[src/rtl/button_pkg.sv]
// Shared types and timing defaults for the push-button conditioner.
package button_pkg;

  // Per-channel press state; REPEATING is only reached in the auto-repeat build.
  typedef enum logic [1:0] {
    RELEASED  = 2'd0,
    PRESSED   = 2'd1,
    REPEATING = 2'd2
  } btn_state_e;

  localparam int unsigned CLK_HZ      = 100000000;
  localparam int unsigned DEBOUNCE_MS = 10;

  // Converts a duration in milliseconds to clk cycles.
  function automatic int unsigned ms_to_cycles(input int unsigned ms);
    return (CLK_HZ / 1000) * ms;
  endfunction

endpackage

[src/rtl/button_channel.sv]
// One button: synchronizer, debounce counter, press/release FSM and strobes.
// Optional auto-repeat of the press strobe under BUTTON_AUTOREPEAT_EN.
module button_channel
  import button_pkg::*;
#(
  parameter int unsigned SYNC_STAGES     = 2,
  parameter int unsigned DEBOUNCE_CYCLES = ms_to_cycles(DEBOUNCE_MS),
  parameter int unsigned REPEAT_DELAY    = 50000000,
  parameter int unsigned REPEAT_PERIOD   = 10000000
) (
  input  logic clk,
  input  logic rst,
  input  logic i_btn_raw,
  output logic o_level,
  output logic o_press,
  output logic o_release
);

  localparam int unsigned CNT_W = $clog2(DEBOUNCE_CYCLES);

  logic [SYNC_STAGES-1:0] r_sync;
  logic [CNT_W-1:0]       r_cnt;
  logic                   r_level;
  btn_state_e             r_state;
  btn_state_e             w_state_nxt;
  logic                   r_press;
  logic                   r_release;
  logic                   w_press_nxt;
  logic                   w_release_nxt;
  logic                   w_sync;
  logic                   w_accept;
  logic                   w_rise;
  logic                   w_fall;

  assign w_sync   = r_sync[SYNC_STAGES-1];
  assign w_accept = (w_sync != r_level) && (r_cnt == CNT_W'(DEBOUNCE_CYCLES - 1));
  assign w_rise   = w_accept && w_sync;
  assign w_fall   = w_accept && !w_sync;

  // Metastability synchronizer chain for the asynchronous pad input.
  always_ff @(posedge clk) begin
    if (rst) r_sync <= '0;
    else     r_sync <= {r_sync[SYNC_STAGES-2:0], i_btn_raw};
  end

  // Debounce: accept a change only after DEBOUNCE_CYCLES consecutive differing samples.
  always_ff @(posedge clk) begin
    if (rst) begin
      r_cnt   <= '0;
      r_level <= 1'b0;
    end else if (w_sync == r_level) begin
      r_cnt <= '0;
    end else if (w_accept) begin
      r_level <= w_sync;
      r_cnt   <= '0;
    end else begin
      r_cnt <= r_cnt + CNT_W'(1);
    end
  end

`ifdef BUTTON_AUTOREPEAT_EN
  localparam int unsigned HOLD_MAX = (REPEAT_DELAY > REPEAT_PERIOD) ? REPEAT_DELAY : REPEAT_PERIOD;
  localparam int unsigned HOLD_W   = $clog2(HOLD_MAX + 1);

  logic [HOLD_W-1:0] r_hold;
  logic [HOLD_W-1:0] w_hold_nxt;

  // State, hold counter and strobe registers.
  always_ff @(posedge clk) begin
    if (rst) begin
      r_state   <= RELEASED;
      r_hold    <= '0;
      r_press   <= 1'b0;
      r_release <= 1'b0;
    end else begin
      r_state   <= w_state_nxt;
      r_hold    <= w_hold_nxt;
      r_press   <= w_press_nxt;
      r_release <= w_release_nxt;
    end
  end

  // Next state and strobes; the hold counter measures time since the last press strobe.
  always_comb begin
    w_state_nxt   = r_state;
    w_hold_nxt    = r_hold;
    w_press_nxt   = 1'b0;
    w_release_nxt = 1'b0;
    case (r_state)
      RELEASED: begin
        if (w_rise) begin
          w_state_nxt = PRESSED;
          w_press_nxt = 1'b1;
          w_hold_nxt  = '0;
        end
      end
      PRESSED: begin
        if (w_fall) begin
          w_state_nxt   = RELEASED;
          w_release_nxt = 1'b1;
          w_hold_nxt    = '0;
        end else if (r_hold == HOLD_W'(REPEAT_DELAY - 1)) begin
          w_state_nxt = REPEATING;
          w_press_nxt = 1'b1;
          w_hold_nxt  = '0;
        end else begin
          w_hold_nxt = r_hold + HOLD_W'(1);
        end
      end
      REPEATING: begin
        if (w_fall) begin
          w_state_nxt   = RELEASED;
          w_release_nxt = 1'b1;
          w_hold_nxt    = '0;
        end else if (r_hold == HOLD_W'(REPEAT_PERIOD - 1)) begin
          w_press_nxt = 1'b1;
          w_hold_nxt  = '0;
        end else begin
          w_hold_nxt = r_hold + HOLD_W'(1);
        end
      end
      default: begin
        w_state_nxt = RELEASED;
        w_hold_nxt  = '0;
      end
    endcase
  end
`else
  // State and strobe registers.
  always_ff @(posedge clk) begin
    if (rst) begin
      r_state   <= RELEASED;
      r_press   <= 1'b0;
      r_release <= 1'b0;
    end else begin
      r_state   <= w_state_nxt;
      r_press   <= w_press_nxt;
      r_release <= w_release_nxt;
    end
  end

  // Next state and strobes: one press strobe per accepted press, one release per release.
  always_comb begin
    w_state_nxt   = r_state;
    w_press_nxt   = 1'b0;
    w_release_nxt = 1'b0;
    case (r_state)
      RELEASED: begin
        if (w_rise) begin
          w_state_nxt = PRESSED;
          w_press_nxt = 1'b1;
        end
      end
      PRESSED: begin
        if (w_fall) begin
          w_state_nxt   = RELEASED;
          w_release_nxt = 1'b1;
        end
      end
      default: w_state_nxt = RELEASED;
    endcase
  end
`endif

  assign o_level   = r_level;
  assign o_press   = r_press;
  assign o_release = r_release;

endmodule

[src/rtl/button_conditioner.sv]
// Push-button front end: N_BTN independent synchronize/debounce/strobe channels.
// Define BUTTON_AUTOREPEAT_EN to enable press auto-repeat while a button is held.
module button_conditioner
  import button_pkg::*;
#(
  parameter int unsigned N_BTN           = 5,
  parameter int unsigned SYNC_STAGES     = 2,
  parameter int unsigned DEBOUNCE_CYCLES = ms_to_cycles(DEBOUNCE_MS),
  parameter int unsigned REPEAT_DELAY    = 50000000,
  parameter int unsigned REPEAT_PERIOD   = 10000000
) (
  input  logic             clk,
  input  logic             rst,
  input  logic [N_BTN-1:0] btn_raw,
  output logic [N_BTN-1:0] btn_level,
  output logic [N_BTN-1:0] btn_press,
  output logic [N_BTN-1:0] btn_release
);

  // One identical channel per button.
  for (genvar g = 0; g < N_BTN; g++) begin : g_chan
    button_channel #(
      .SYNC_STAGES    (SYNC_STAGES),
      .DEBOUNCE_CYCLES(DEBOUNCE_CYCLES),
      .REPEAT_DELAY   (REPEAT_DELAY),
      .REPEAT_PERIOD  (REPEAT_PERIOD)
    ) u_chan (
      .clk      (clk),
      .rst      (rst),
      .i_btn_raw(btn_raw[g]),
      .o_level  (btn_level[g]),
      .o_press  (btn_press[g]),
      .o_release(btn_release[g])
    );
  end

endmodule

[config.mk]
export PLATFORM = sky130hd
export DESIGN_NAME = button_conditioner
export DESIGN_NICKNAME = d
export VERILOG_FILES = /design/src/rtl/button_pkg.sv /design/src/rtl/button_channel.sv /design/src/rtl/button_conditioner.sv
export SDC_FILE = /design/constraint.sdc
export NUM_CORES = 1
export LEC_CHECK = 0
export CAP_MARGIN = 20
export CORE_MARGIN = 2
export CORE_UTILIZATION = 65
export DETAILED_ROUTE_END_ITERATION = 10
export PLACE_DENSITY = 0.84
export SYNTH_ARGS = -nofsm -noshare
export SYNTH_HDL_FRONTEND = slang
export SYNTH_HIERARCHICAL = 1
export SYNTH_SLANG_ARGS = --single-unit
export TNS_END_PERCENT = 5
[constraint.sdc]
create_clock -name clk -period 3.2 [get_ports clk]
set_clock_uncertainty 0.15 [all_clocks]
set_input_delay 0.32 -clock clk [delete_from_list [all_inputs] [get_ports clk]]
set_output_delay 0.32 -clock clk [all_outputs]
set_load 0.02 [all_outputs]
* Yosys cells after proc, flatten, opt, wreduce, memory -nomap -nowiden
Index checks and enable logic that the tools add are counted.
Word-level totals: bits of input ports 7, bits in registers 135, logic and storage cells 155, output and inout port bits 15
Operators by class: eq/ne operators 30, bitwise operators 15, reduce and logical (&&, ||, !) cells 50, muxes and demuxes 25, $add $sub $neg 5
Operators by type and width (count):
- $add A20 B1 Y20 const B | 5
- $eq A20 B20 Y1 const B | 5
- $mux W2 | 10
- $ne A2 B1 Y1 const B | 10
- $pmux W2 S2 | 5
- $reduce_and A2 Y1 | 10
- $reduce_or A2 Y1 | 10
- $logic_and A1 B1 Y1 | 15
- $not A1 Y1 | 15
- $reduce_or A3 Y1 | 5
- $eq A2 B1 Y1 const B | 5
- $logic_not A2 Y1 | 5
- $mux W1 | 10
- $eq A1 B1 Y1 | 5
- $logic_not A1 Y1 | 5
- $ne A1 B1 Y1 | 5

* Logic depth before layout (Yosys ltp)
depth after elaboration 5, mapped depth 6, depth with buffers taken out 5

* Hierarchy
The synthesis kept the hierarchy.
By module, submodules not included:
- button_channel at g_chan[0].u_chan ... | times used 3, seq. area each 520.5 um^2, area an instance 1181.1 um^2, cells an instance 131
- button_channel at g_chan[2].u_chan | times used 1, seq. area each 520.5 um^2, area an instance 1138.6 um^2, cells an instance 128
- button_channel at g_chan[4].u_chan | times used 1, seq. area each 520.5 um^2, area an instance 1127.3 um^2, cells an instance 128

* Worst setup path after synthesis
Ideal clock, no wire load.
kind register to register, start register g_chan[4].u_chan.r_cnt[0], end register g_chan[4].u_chan.r_cnt[18], stages on the path, launching flop included 6, required time 2.977 ns, setup slack 1.165 ns, period minus slack after synthesis 2.035 ns, data arrival time 1.813 ns, buffers on the path 0, setup time 0.073 ns, cells stage by stage dfxtp_1 -> ha_1 -> nand2_1 -> or4_4 -> or4_1 -> a21oi_1
Between the ends: word-level cells in the longest chain between the ends 3, elaborated cells between the ends (all ways) 4, those cells by class add/sub: 1; eq/ne: 1; reduce/logical: 2
Ends and longest elaborated chain:
- start: declaration | line button_channel.sv:22 | logic [CNT_W-1:0] r_cnt;
- start signal: assignment | line button_channel.sv:57 | r_cnt <= r_cnt + CNT_W'(1);
- branches (longest 3 deep; another with $add A20 B1 Y20)
Parallel ways; which one is timed is not known. A chain may end at the register's enable or synchronous reset.

* Worst setup path after layout
Same ends and word-level chain as after synthesis.

==> impl_results.html <==
<table>
<tr><th>Metric</th><th>Value</th></tr>
<tr><th colspan="2">Global route</th></tr>
<tr><td>Global routing usage summed across all routing layers</td><td>25.2%</td></tr>
<tr><td>Antenna violations before repair</td><td>0</td></tr>
<tr><td>Maximum number of pins on one net before global-route repair</td><td>20</td></tr>
<tr><td>Global-route congestion overflow total</td><td>0</td></tr>
<tr><td>Wire length of the first global-routing pass</td><td>20.5 mm</td></tr>
<tr><td>Number of global-route vias before repair</td><td>4683</td></tr>
<tr><th colspan="2">STA</th></tr>
<tr><td>Number of hold violations in the final report</td><td>0</td></tr>
<tr><td>Final critical path time including I/O delays and setup</td><td>2.28 ns</td></tr>
<tr><td>Setup repair after global routing missed its margin</td><td>no</td></tr>
<tr><td>Slew margin rel.</td><td>47.8%</td></tr>
<tr><td>Peak Freq</td><td>439 MHz</td></tr>
<tr><td>Worst hold slack after final layout</td><td>0.221 ns</td></tr>
<tr><td>Total setup violations reported at the end of the flow</td><td>0</td></tr>
<tr><td>Worst Max-Slew Pin Slew</td><td>0.783 ns</td></tr>
<tr><td>Share of the cycle needed by the critical path after routing</td><td>71.2%</td></tr>
<tr><td>Total negative slack for setup checks</td><td>0 ns</td></tr>
<tr><td>Final Slew Violations</td><td>0</td></tr>
<tr><th colspan="2">Power and ir drop</th></tr>
<tr><td>Internal</td><td>2900 uW</td></tr>
<tr><td>Power density of the placed cells</td><td>547 mW/mm^2</td></tr>
<tr><td>Total leakage power</td><td>0.00203 uW</td></tr>
<tr><td>Switch Pwr</td><td>737 uW</td></tr>
<tr><td>Part of the total power dissipated in combinational logic</td><td>1.3%</td></tr>
<tr><td>Fraction of power spent switching nets</td><td>20.3%</td></tr>
<tr><td>Sequential fraction of design power</td><td>45.2%</td></tr>
<tr><td>Share of power burned in the clock network</td><td>53.5%</td></tr>
<tr><td>VDD IR-drop max</td><td>0.337 mV</td></tr>
<tr><th colspan="2">Route</th></tr>
<tr><td>Via count normalized by instance count</td><td>6.12</td></tr>
<tr><td>Routed WL per cell</td><td>14.7 um</td></tr>
<tr><td>Vias after detailed routing</td><td>4848</td></tr>
<tr><td>Antenna-violating nets left</td><td>0</td></tr>
<tr><td>Detailed-routing iteration count for the pre-antenna-repair pass</td><td>6</td></tr>
<tr><td>WL final</td><td>11.7 mm</td></tr>
<tr><td>Starting DRT DRC Count</td><td>252</td></tr>
<tr><td>DR DRC count</td><td>0</td></tr>
<tr><th colspan="2">Floorplanning</th></tr>
<tr><td>Area of the placeable core</td><td>0.00868 mm^2</td></tr>
<tr><td>Standard-cell row count</td><td>34</td></tr>
<tr><td>Number of ports placed on the die boundary</td><td>22</td></tr>
<tr><td>Starting Density</td><td>66.9%</td></tr>
<tr><td>Die Ht</td><td>98.5 um</td></tr>
<tr><td>Die width</td><td>98.5 um</td></tr>
<tr><td>DIE AREA</td><td>0.00971 mm^2</td></tr>
<tr><th colspan="2">Clocking</th></tr>
<tr><td>Clock Root Buffer</td><td>sky130_fd_sc_hd__clkbuf_8</td></tr>
<tr><td>Clock Tree Buf Depth</td><td>2</td></tr>
<tr><td>Clock buffers created by TritonCTS</td><td>17</td></tr>
<tr><td>CTS tree</td><td>yes</td></tr>
<tr><td>Worst-skew pair later-pin latency</td><td>0.52 ns</td></tr>
<tr><td>TritonCTS Sinks</td><td>130</td></tr>
<tr><td>Clock transition at path regs</td><td>0.06 ns</td></tr>
<tr><td>CTS Hold Buffers Added</td><td>0</td></tr>
<tr><td>Post_cts resized</td><td>0</td></tr>
<tr><td>Maximum level of the CTS H-tree</td><td>4</td></tr>
<tr><td># Post-CTS Setup Buffers</td><td>0</td></tr>
<tr><th colspan="2">Worst setup path</th></tr>
<tr><td>Worst endpoint required time</td><td>3.49 ns</td></tr>
<tr><td>R2R Path End</td><td>g_chan[4].u_chan/r_cnt[18]</td></tr>
<tr><td>Worst setup slack for register-to-register paths</td><td>0.92 ns</td></tr>
<tr><td>Critical path endpoint category</td><td>flip-flop</td></tr>
<tr><td>Startpoint of the lowest-slack register-to-register path</td><td>g_chan[4].u_chan/r_cnt[0]</td></tr>
<tr><td>Critical Path Max Stage Delay</td><td>0.57 ns</td></tr>
<tr><td>WS Path Type</td><td>flip-flop to flip-flop</td></tr>
<tr><td>Largest fanout on the critical path</td><td>6</td></tr>
<tr><td>Kind of launch point of the worst setup path</td><td>flip-flop</td></tr>
<tr><td>CP max-delay cell</td><td>sky130_fd_sc_hd__or4_4</td></tr>
<tr><td>Register-to-Register Path Depth</td><td>5</td></tr>
<tr><td>Critical path data arrival time</td><td>2.57 ns</td></tr>
<tr><td>Cell-by-cell trace of the critical path</td><td>ha_1 -&gt; nand2_1 -&gt; or4_4 -&gt; or4_1 -&gt; a21oi_1</td></tr>
<tr><td>Startpoint of the worst setup timing path</td><td>g_chan[4].u_chan/r_cnt[0]</td></tr>
<tr><th colspan="2">Synth</th></tr>
<tr><td>Dominant register cell in the synthesized netlist</td><td>sky130_fd_sc_hd__dfxtp_1</td></tr>
<tr><td>Nets in the synthesized netlist</td><td>661</td></tr>
<tr><td>Post-synthesis async set-or-reset flop share</td><td>0%</td></tr>
<tr><td>Area of the mapped netlist</td><td>0.00581 mm^2</td></tr>
<tr><td>Number of enable-type register cells in the synthesized netlist</td><td>0</td></tr>
<tr><td>Share of the yosys chip area belonging to registers</td><td>44.8%</td></tr>
<tr><td>Post-synthesis sequential element count</td><td>130</td></tr>
<tr><td>Cell variety after synth</td><td>41</td></tr>
<tr><td>Post-synthesis instance total</td><td>649</td></tr>
<tr><td>Number of warnings reported in the yosys synthesis log</td><td>6</td></tr>
<tr><td>Avg Synthesized Cell Area</td><td>8.95 um^2</td></tr>
<tr><th colspan="2">Min path</th></tr>
<tr><td>Terminating pin of the worst hold path</td><td>g_chan[3].u_chan/r_sync[0]</td></tr>
<tr><td>WHS Path Cells</td><td>2</td></tr>
<tr><td>Hold WC Path Type</td><td>input pin to flip-flop</td></tr>
<tr><td>Start point of the worst hold path</td><td>btn_raw[3]</td></tr>
<tr><th colspan="2">Placed design</th></tr>
<tr><td>Global placer's final weighted congestion</td><td>0.861</td></tr>
<tr><td>Number of buffers added on ports</td><td>21</td></tr>
<tr><td>Sum of net half-perimeters after detailed placement</td><td>7.67 mm</td></tr>
<tr><th colspan="2">Cells and area</th></tr>
<tr><td>Layout overhead on the synthesized area</td><td>14.5%</td></tr>
<tr><td>Nets@finish</td><td>683</td></tr>
<tr><td>Number of diodes</td><td>0</td></tr>
<tr><td>Layout cells sized above 1</td><td>9.80%</td></tr>
<tr><th colspan="2">Run status</th></tr>
<tr><td>Status</td><td>finished clean</td></tr>
<tr><th colspan="2">Job</th></tr>
<tr><td># Max-Cap Violations</td><td>0</td></tr>
</table>
[how the worst max path moves through the flow]
stage                                 endpoint  cells past startpoint  slack, ns
CTS                  g_chan[4].u_chan/r_cnt[5]                      4       0.84
detailed placement   g_chan[4].u_chan/r_cnt[4]                      4       0.87
global route        g_chan[4].u_chan/r_cnt[18]                      5       0.80
finish              g_chan[4].u_chan/r_cnt[18]                      5       0.92
floorplan           g_chan[4].u_chan/r_cnt[18]                      5       1.16
global placement     g_chan[4].u_chan/r_cnt[8]                      4       0.99
[through the flow]
stage | total power (uW) | utilization, % | std cells | instance area, um^2 | worst slack [ns]
3_5_place_dp | 1730 | 69.5 | 759 | 6030 | 0.873
6_report | 3640 | 76.6 | 792 | 6650 | 0.923
2_1_floorplan | 1700 | - | 649 | 5810 | 1.16
3_3_place_gp | 1720 | 69.5 | 759 | 6030 | 0.989
4_1_cts | 3680 | 76.5 | 791 | 6640 | 0.843
5_1_grt | 3750 | 76.6 | 792 | 6650 | 0.796
[power by group through the flow]
| stage | clock, uW | combinational, uW | sequential [uW] |
|---|---|---|---|
| 2_1_floorplan | 0 | 26.6 | 1680 |
| 3_3_place_gp | 0 | 44.9 | 1680 |
| 3_5_place_dp | 0 | 46.9 | 1680 |
| 4_1_cts | 1980 | 47.4 | 1640 |
| 5_1_grt | 2050 | 53.9 | 1650 |
| 6_report | 1950 | 48.1 | 1640 |
[flip-flops by register name, summed over array words and instances, names as in the netlist]
| signal | flops |
|---|---|
| g_chan.u_chan/o_release | 5 |
| g_chan.u_chan/r_sync | 10 |
| g_chan.u_chan/o_level | 5 |
| g_chan.u_chan/r_state | 5 |
| g_chan.u_chan/o_press | 5 |
| g_chan.u_chan/r_cnt | 100 |
[cell usage after synthesis (all sizes together), types with 3 or more instances]
library cell / number / area, um^2
nand2: 48 / 180
nor4: 14 / 87.6
a31oi: 5 / 31.3
xnor2: 26 / 228
nor3b: 7 / 52.6
nor2: 61 / 229
nor4b: 5 / 43.8
a21oi: 47 / 235
o31ai: 18 / 135
or4b: 3 / 30.0
nand2b: 10 / 62.6
dfxtp: 130 / 2600
ha: 5 / 62.6
or3: 20 / 129
nand3: 32 / 195
or4: 22 / 176
nor4bb: 4 / 40.0
and4: 9 / 91.3
buf: 21 / 139
o21ai: 38 / 205
nor2b: 13 / 81.3
nand4b: 4 / 35.0
or2: 6 / 37.5
xor2: 27 / 236
inv: 12 / 45.0
nor3: 8 / 40.0
nand4: 31 / 234
and3: 21 / 131
[worst max-delay path, delay by kind of cell, from the launching register on]
| family | cells | cell delay, ns |
|---|---|---|
| AOI/OAI and AO/OA | 1 | 0.17 |
| adders and majority gates | 1 | 0.31 |
| DFF | 1 | 0.41 |
| and+or+nand+nor | 3 | 1.16 |
[metal layers]
| metal | vias to the layer above | part of all wire [%] | track usage (%) |
|---|---|---|---|
| li1 | 2408 | - | - |
| met1 | 2298 | 43 | 30.6 |
| met2 | 117 | 51 | 42.8 |
| met3 | 25 | 4.0 | 5.60 |
| met4 | 0 | 1.8 | 12.0 |
| met5 | - | 0 | 0 |
[final cells by class]
class | count | area (um^2)
clock inverters | 12 | 154
fillers | 607 | 2030
flip-flops and latches | 130 | 2600
clock buffers | 20 | 455
repair buffers | 24 | 236
inverters | 12 | 45.0
well taps | 108 | 135
multi-input cells | 486 | 3020
[cell usage in the layout, fill, tap and decap left out, drive strengths merged, types with 5 or more instances in the layout]
cell           synthesis  routed
dfxtp                130     130
nor2                  61      61
nand2                 48      48
a21oi                 47      47
o21ai                 38      38
nand3                 32      32
nand4                 31      31
xor2                  27      27
xnor2                 26      26
or4                   22      22
and3                  21      21
clkdlybuf4s50          0      21
or3                   20      20
clkbuf                 0      20
o31ai                 18      18
nor4                  14      14
inv                   12      14
nor2b                 13      13
nand2b                10      10
and4                   9       9
nor3                   8       8
nor3b                  7       7
or2                    6       6
nor4b                  5       5
a31oi                  5       5
ha                     5       5
[kinds of logic after synthesis]
| kind of cell | after synthesis | synth area share [%] |
|---|---|---|
| compound gates | 108 | 10.4 |
| xor+xnor | 53 | 7.99 |
| simple gates | 320 | 32.5 |
| buf+inv | 33 | 3.17 |
| fa+ha+maj | 5 | 1.08 |
| flops | 130 | 44.8 |
(Power assumes the default switching activity.)
